[src/rtl/rr_grant_scheduler16_pkg.sv]
// Shared constants and state encoding for the 16-way round-robin grant scheduler.
package rr_grant_scheduler16_pkg;
    localparam int N_REQ = 16;
    localparam int IDX_W = 4;

    typedef enum logic [1:0] {
        IDLE    = 2'd0,
        GRANT   = 2'd1,
        RELEASE = 2'd2
    } state_e;
endpackage

[src/rtl/rr_grant_scheduler16_if.sv]
// Request/grant bundle between the requesters and the scheduler.
interface rr_grant_scheduler16_if;
    import rr_grant_scheduler16_pkg::*;

    logic [N_REQ-1:0] req;
    logic [N_REQ-1:0] grant;
    logic [IDX_W-1:0] grant_idx;
    logic             grant_valid;
    logic             timeout;

    modport master (output req, input grant, grant_idx, grant_valid, timeout);
    modport slave  (input req, output grant, grant_idx, grant_valid, timeout);
endinterface

[src/rtl/rr_grant_scheduler16_dec.sv]
// 4-to-16 one-hot decoder with enable; turns the registered owner index into grant lines.
module grant_decoder4x16
    import rr_grant_scheduler16_pkg::*;
(
    input  logic [IDX_W-1:0] idx,
    input  logic             en,
    output logic [N_REQ-1:0] dec
);
    for (genvar i = 0; i < N_REQ; i++) begin : g_dec
        assign dec[i] = en && (idx == IDX_W'(i));
    end
endmodule

[src/rtl/rr_grant_scheduler16.sv]
// Round-robin scheduler for 16 requesters with a registered owner index,
// a mandatory dead cycle between owners and an optional hold-time limit.
module rr_grant_scheduler16
    import rr_grant_scheduler16_pkg::*;
#(
    parameter int MAX_HOLD = 255,
    parameter int HOLD_W   = 8
) (
    input  logic                   clk,
    input  logic                   rst_n,
    rr_grant_scheduler16_if.slave  bus
);
    localparam bit                HOLD_EN   = (MAX_HOLD != 0);
    localparam logic [HOLD_W-1:0] HOLD_SAT  = HOLD_W'(MAX_HOLD);
    localparam logic [HOLD_W-1:0] HOLD_LAST = HOLD_W'(HOLD_EN ? MAX_HOLD - 1 : 0);

    state_e            state_q, state_d;
    logic [IDX_W-1:0]  last_idx_q, last_idx_d;
    logic [IDX_W-1:0]  grant_idx_q, grant_idx_d;
    logic              grant_valid_q, grant_valid_d;
    logic              timeout_q, timeout_d;
    logic [HOLD_W-1:0] hold_cnt_q, hold_cnt_d;
    logic [IDX_W-1:0]  pick;

    // Rotate so the slot after the last owner sits at bit 0, then take the lowest set bit.
    function automatic logic [IDX_W-1:0] rr_pick(input logic [N_REQ-1:0] r,
                                                 input logic [IDX_W-1:0] last);
        logic [IDX_W-1:0] start;
        logic [N_REQ-1:0] rot;
        logic [IDX_W-1:0] off;
        start = last + IDX_W'(1);
        rot   = N_REQ'({r, r} >> start);
        off   = '0;
        for (int i = N_REQ - 1; i >= 0; i--) begin
            if (rot[i]) off = IDX_W'(i);
        end
        return start + off;
    endfunction

    assign pick = rr_pick(bus.req, last_idx_q);

    always_comb begin
        state_d       = state_q;
        last_idx_d    = last_idx_q;
        grant_idx_d   = grant_idx_q;
        grant_valid_d = grant_valid_q;
        timeout_d     = 1'b0;
        hold_cnt_d    = hold_cnt_q;
        case (state_q)
            IDLE: begin
                if (|bus.req) begin
                    grant_idx_d   = pick;
                    last_idx_d    = pick;
                    grant_valid_d = 1'b1;
                    hold_cnt_d    = '0;
                    state_d       = GRANT;
                end
            end
            GRANT: begin
                if (hold_cnt_q != HOLD_SAT) hold_cnt_d = hold_cnt_q + HOLD_W'(1);
                // A voluntary drop wins over the hold limit, so no timeout pulse then.
                if (!bus.req[grant_idx_q]) begin
                    grant_valid_d = 1'b0;
                    state_d       = RELEASE;
                end else if (HOLD_EN && hold_cnt_q == HOLD_LAST) begin
                    grant_valid_d = 1'b0;
                    timeout_d     = 1'b1;
                    state_d       = RELEASE;
                end
            end
            RELEASE: begin
                grant_valid_d = 1'b0;
                state_d       = IDLE;
            end
            default: begin
                grant_valid_d = 1'b0;
                state_d       = IDLE;
            end
        endcase
    end

    always_ff @(posedge clk or negedge rst_n) begin
        if (!rst_n) begin
            state_q       <= IDLE;
            last_idx_q    <= IDX_W'(N_REQ - 1);
            grant_idx_q   <= '0;
            grant_valid_q <= 1'b0;
            timeout_q     <= 1'b0;
            hold_cnt_q    <= '0;
        end else begin
            state_q       <= state_d;
            last_idx_q    <= last_idx_d;
            grant_idx_q   <= grant_idx_d;
            grant_valid_q <= grant_valid_d;
            timeout_q     <= timeout_d;
            hold_cnt_q    <= hold_cnt_d;
        end
    end

    assign bus.grant_idx   = grant_idx_q;
    assign bus.grant_valid = grant_valid_q;
    assign bus.timeout     = timeout_q;

    grant_decoder4x16 u_dec (
        .idx (grant_idx_q),
        .en  (grant_valid_q),
        .dec (bus.grant)
    );
endmodule

[src/flat_wrapper.sv]
// flat-port wrapper written by rule: the top's interface ports become plain ports
module rr_grant_scheduler16_flat import rr_grant_scheduler16_pkg::*;
#(
    parameter int MAX_HOLD = 255,
    parameter int HOLD_W   = 8
)
  (clk, rst_n, bus_req, bus_grant, bus_grant_idx, bus_grant_valid, bus_timeout);
  rr_grant_scheduler16_if bus_i ();
  input  logic clk;
  input  logic rst_n;
  input wire logic [$bits(bus_i.req)-1:0] bus_req;
  output wire logic [$bits(bus_i.grant)-1:0] bus_grant;
  output wire logic [$bits(bus_i.grant_idx)-1:0] bus_grant_idx;
  output wire logic [$bits(bus_i.grant_valid)-1:0] bus_grant_valid;
  output wire logic [$bits(bus_i.timeout)-1:0] bus_timeout;
  assign bus_i.req = bus_req;
  assign bus_grant = bus_i.grant;
  assign bus_grant_idx = bus_i.grant_idx;
  assign bus_grant_valid = bus_i.grant_valid;
  assign bus_timeout = bus_i.timeout;
  rr_grant_scheduler16 #(.MAX_HOLD(MAX_HOLD), .HOLD_W(HOLD_W)) u_core (.clk(clk), .rst_n(rst_n), .bus(bus_i));
endmodule
[config.mk]
export PLATFORM = sky130hd
export DESIGN_NAME = rr_grant_scheduler16_flat
export DESIGN_NICKNAME = d
export VERILOG_FILES = /design/src/rtl/rr_grant_scheduler16_pkg.sv /design/src/rtl/rr_grant_scheduler16_if.sv /design/src/rtl/rr_grant_scheduler16_dec.sv /design/src/rtl/rr_grant_scheduler16.sv /design/src/flat_wrapper.sv
export SDC_FILE = /design/constraint.sdc
export NUM_CORES = 1
export LEC_CHECK = 0
export ABC_AREA = 1
export BUFFER_PORTS_ARGS = -buffer_cell sky130_fd_sc_hd__buf_2
export CAP_MARGIN = 20
export CORE_MARGIN = 3
export CORE_UTILIZATION = 26
export DETAILED_ROUTE_END_ITERATION = 12
export PLACE_DENSITY = 0.45
export SLEW_MARGIN = 10
export SYNTH_ARGS = -nofsm -noshare
export SYNTH_HDL_FRONTEND = slang
export SYNTH_SLANG_ARGS = --single-unit
[constraint.sdc]
create_clock -name clk -period 3.2 [get_ports clk]
set_input_delay 0.48 -clock clk [delete_from_list [all_inputs] [get_ports clk]]
set_output_delay 0.48 -clock clk [all_outputs]
set_load 0.01 [all_outputs]
==> results.yml <==
timing:
  period_share_pct: 104.6
  setup_viol_count_final: 6
  timing.final.hold_violations: 0
  min_period_ps: 3346
  worstMarginPinSlew_ps: 482.2
  setup_slack_ps: -146.0
  fmax_mhz: 298.9
  relSlewSlack_pct: 67.74
  slew_viol_final: 0
  rsz0062_at_grt: "yes"
  clock_skew_ps: 1.391
global_route:
  grtUsageTotal_pct: 15.19
  use_met3_pct: 0.7576
  grt_max_degree: 20
  antenna_found_initial: 0
  grt_use_met2_pct: 25.80
  use_met1_pct: 21.31
  grt_pass1_vias: 2521
  grt_first_pass_wirelength_um: 12540
  busiest_layer: "met2"
  gr-total-overflow: 0
yosys:
  synthTopCellsByCount: "nand2_1 (101), nand3_1 (63), inv_1 (39)"
  synth_top_cells_by_area: "nand2_1 (16%), dfrtp_1 (16%), nand3_1 (13%), inv_1 (6.2%), nor2_1 (5.2%)"
  seq_area_frac_synth_pct: 20.23
  ys_ff_latch: 19
  synth_ff_type: "dfrtp_1"
  syn_avg_cell_area_um2: 6.217
  synth-async-reset-ratio_pct: 100.0
  yosysWarningCount: 0
  synth-edff-count: 0
  syn_area_mm2: 0.002375
  post-synth-top-area-fraction_pct: 15.96
  yosysTopAreaCell: "nand2_1"
  synth.distinct_cells: 43
  synth_fp_nets: 407
  yosysMostFrequentCell: "nand2_1"
  syn_inst: 382
cts:
  worstSkewPairLatency_ps: 250
  cts_buffer_depth: 2
  cts_sinks: 19
  clock-root-buffer: "clkbuf_8"
  cts.clk_slew.worst_paths_ps: 70
  holdBufCountCts: 0
  cts_tree: "yes"
  cts_max_level: 1
  cts_buffers: 3
final_layout:
  final_util_pct: 35.56
  areaGrowthSynthToFinish_pct: 31.88
  finalNonFillerCells: 562
  diodes: 0
  nNetsFinal: 480
  drive_above_1_share_pct: 34.14
critical_path:
  setup.worst_path.start: "u_core.last_idx_q[0]"
  r2r-start: "u_core.last_idx_q[0]"
  r2r_cells: 26
  critPathRequiredTime_ps: 3330
  end_kind: "flip-flop"
  start_kind: "flip-flop"
  path_max_fanout: 7
  crit_type: "reg2reg"
  worstPathArrival_ps: 3480
detailed_routing:
  drc_errors: 0
  dr.pass1.iters: 4
  vias: 2712
  wl_per_cell_um: 13.43
  drt_wl_total_um: 7545
  via_per_inst: 4.826
  ant_nets: 0
  drt-initial-drc-count: 109
run_status:
  status: "complete, but fails checks"
  violations: "setup timing"
placed_design:
  dp_hpwl_um: 5853
  numPlacedInstances: 550
  port_buffers: 39
  gp_congestion: 0.8267
floorplan:
  fp-row-count: 34
  dieArea_mm2: 0.01032
  core_mm2: 0.008806
  pin_count: 40
  die_x_um: 101.6
  start_util_pct: 26.97
  die-height_um: 101.6
flow_run:
  cap_violations: 0
min_path:
  hp-class: "in2async"
-- critical path, stage by stage (launching register included) --
cell	delay (ps)
dfstp_2	580
ha_4	220
clkinvlp_4	230
nand3_2	160
nand3_2	80
nand2_2	70
nand2_1	50
nand2_1	80
nand2_1	50
nand2_1	50
nand2_1	50
nand2_1	50
nand2_1	50
nand2_1	60
nand2_1	50
nand2_1	50
nand2_1	50
nand2_1	50
nand2_1	40
nand2_1	50
nand2_1	70
a21oi_2	150
ha_2	190
inv_2	50
fa_2	520
or2_4	130
o21ai_2	50
-- cell usage in the layout, fill, tap and decap left out, types with 2 or more instances in the layout --
| cell type | n |
|---|---|
| a21oi_1 | 8 |
| a21oi_2 | 3 |
| a221oi_1 | 2 |
| a22oi_1 | 3 |
| a31oi_1 | 3 |
| buf_12 | 2 |
| buf_2 | 39 |
| buf_4 | 35 |
| buf_6 | 2 |
| clkbuf_8 | 3 |
| dfrtp_1 | 15 |
| dfstp_2 | 4 |
| ha_1 | 4 |
| inv_1 | 38 |
| inv_2 | 8 |
| nand2_1 | 96 |
| nand2_2 | 13 |
| nand2_4 | 5 |
| nand3_1 | 51 |
| nand3_2 | 18 |
| nand3_4 | 2 |
| nand4_1 | 3 |
| nor2_1 | 33 |
| nor2_2 | 3 |
| nor3_1 | 6 |
| nor4_1 | 4 |
| o21ai_0 | 12 |
| o21ai_1 | 13 |
| o21ai_2 | 5 |
-- per-layer routing --
layer | vias up | part of all wire, %
li1 | 1408 | -
met3 | 6 | 2.4
met2 | 39 | 48
met5 | - | 0
met4 | 0 | 1.0
met1 | 1259 | 48
-- path summary, 6_finish.rpt --
| check | endpoint | slack, ps |
|---|---|---|
| min in group clk | u_core.hold_cnt_q[2] | 530 |
| max reg2reg | u_core.bus.grant_idx[1] | -150 |
| max | u_core.bus.grant_idx[1] | -150 |
| min reg2reg | u_core.hold_cnt_q[2] | 530 |
| max in group asynchronous | u_core.last_idx_q[2] | 2720 |
| min | u_core.hold_cnt_q[5] | 160 |
-- cell type report --
type	count	area [um2]
clock buffers	4	45.04
fillers	958	5674
inverters	49	191.4
multi-input cells	302	1724
flip-flops and latches	19	480.5
well taps	108	135.1
repair buffers	79	548.0
repair inverters	1	7.507
-- sequential cells by signal, summed over array words and instances (netlist names) --
signal,cells
u_core.hold_cnt_q,8
u_core.bus.grant_idx,4
u_core.state_q,2
u_core.last_idx_q,4
u_core.bus.timeout,1
-- cell families (layout without fill, tap and decap cells) --
group	Yosys count	after routing	share of synthesized area (%)
XOR/XNOR	4	4	2.108
buffers and inverters	61	133	12.96
adder cells (fa/ha/maj)	7	7	4.004
AND/OR/NAND/NOR	237	237	47.31
flip-flops	19	19	20.23
AO/OA/AOI/OAI	54	54	13.38
-- per-stage QoR --
step | hold WS (ps) | TNS, ps | setup WS, ps | area, um2
5_1_grt | 166.9 | -2588 | -479.1 | 3132
2_1_floorplan | 184.4 | 0 | 6.705 | 2379
4_1_cts | 168.8 | -804.8 | -163.3 | 3085
3_5_place_dp | 444.1 | -1264 | -280.3 | 2836
6_report | 155.5 | -622.3 | -146.0 | 3132
3_3_place_gp | 447.2 | -1240 | -277.9 | 2836
-- repair_timing --
| item | in CTS | in global routing |
|---|---|---|
| endpoints found under the setup margin | 6 | 6 |
| gates cloned | 2 | 0 |
| resized for setup | 31 | 9 |
| pin swaps | 15 | 10 |
| buffers inserted | 5 | 1 |
Power is left out: the tool's default activity adds up to more than one toggle a clock period on the data nets, which glitch-free logic cannot reach.
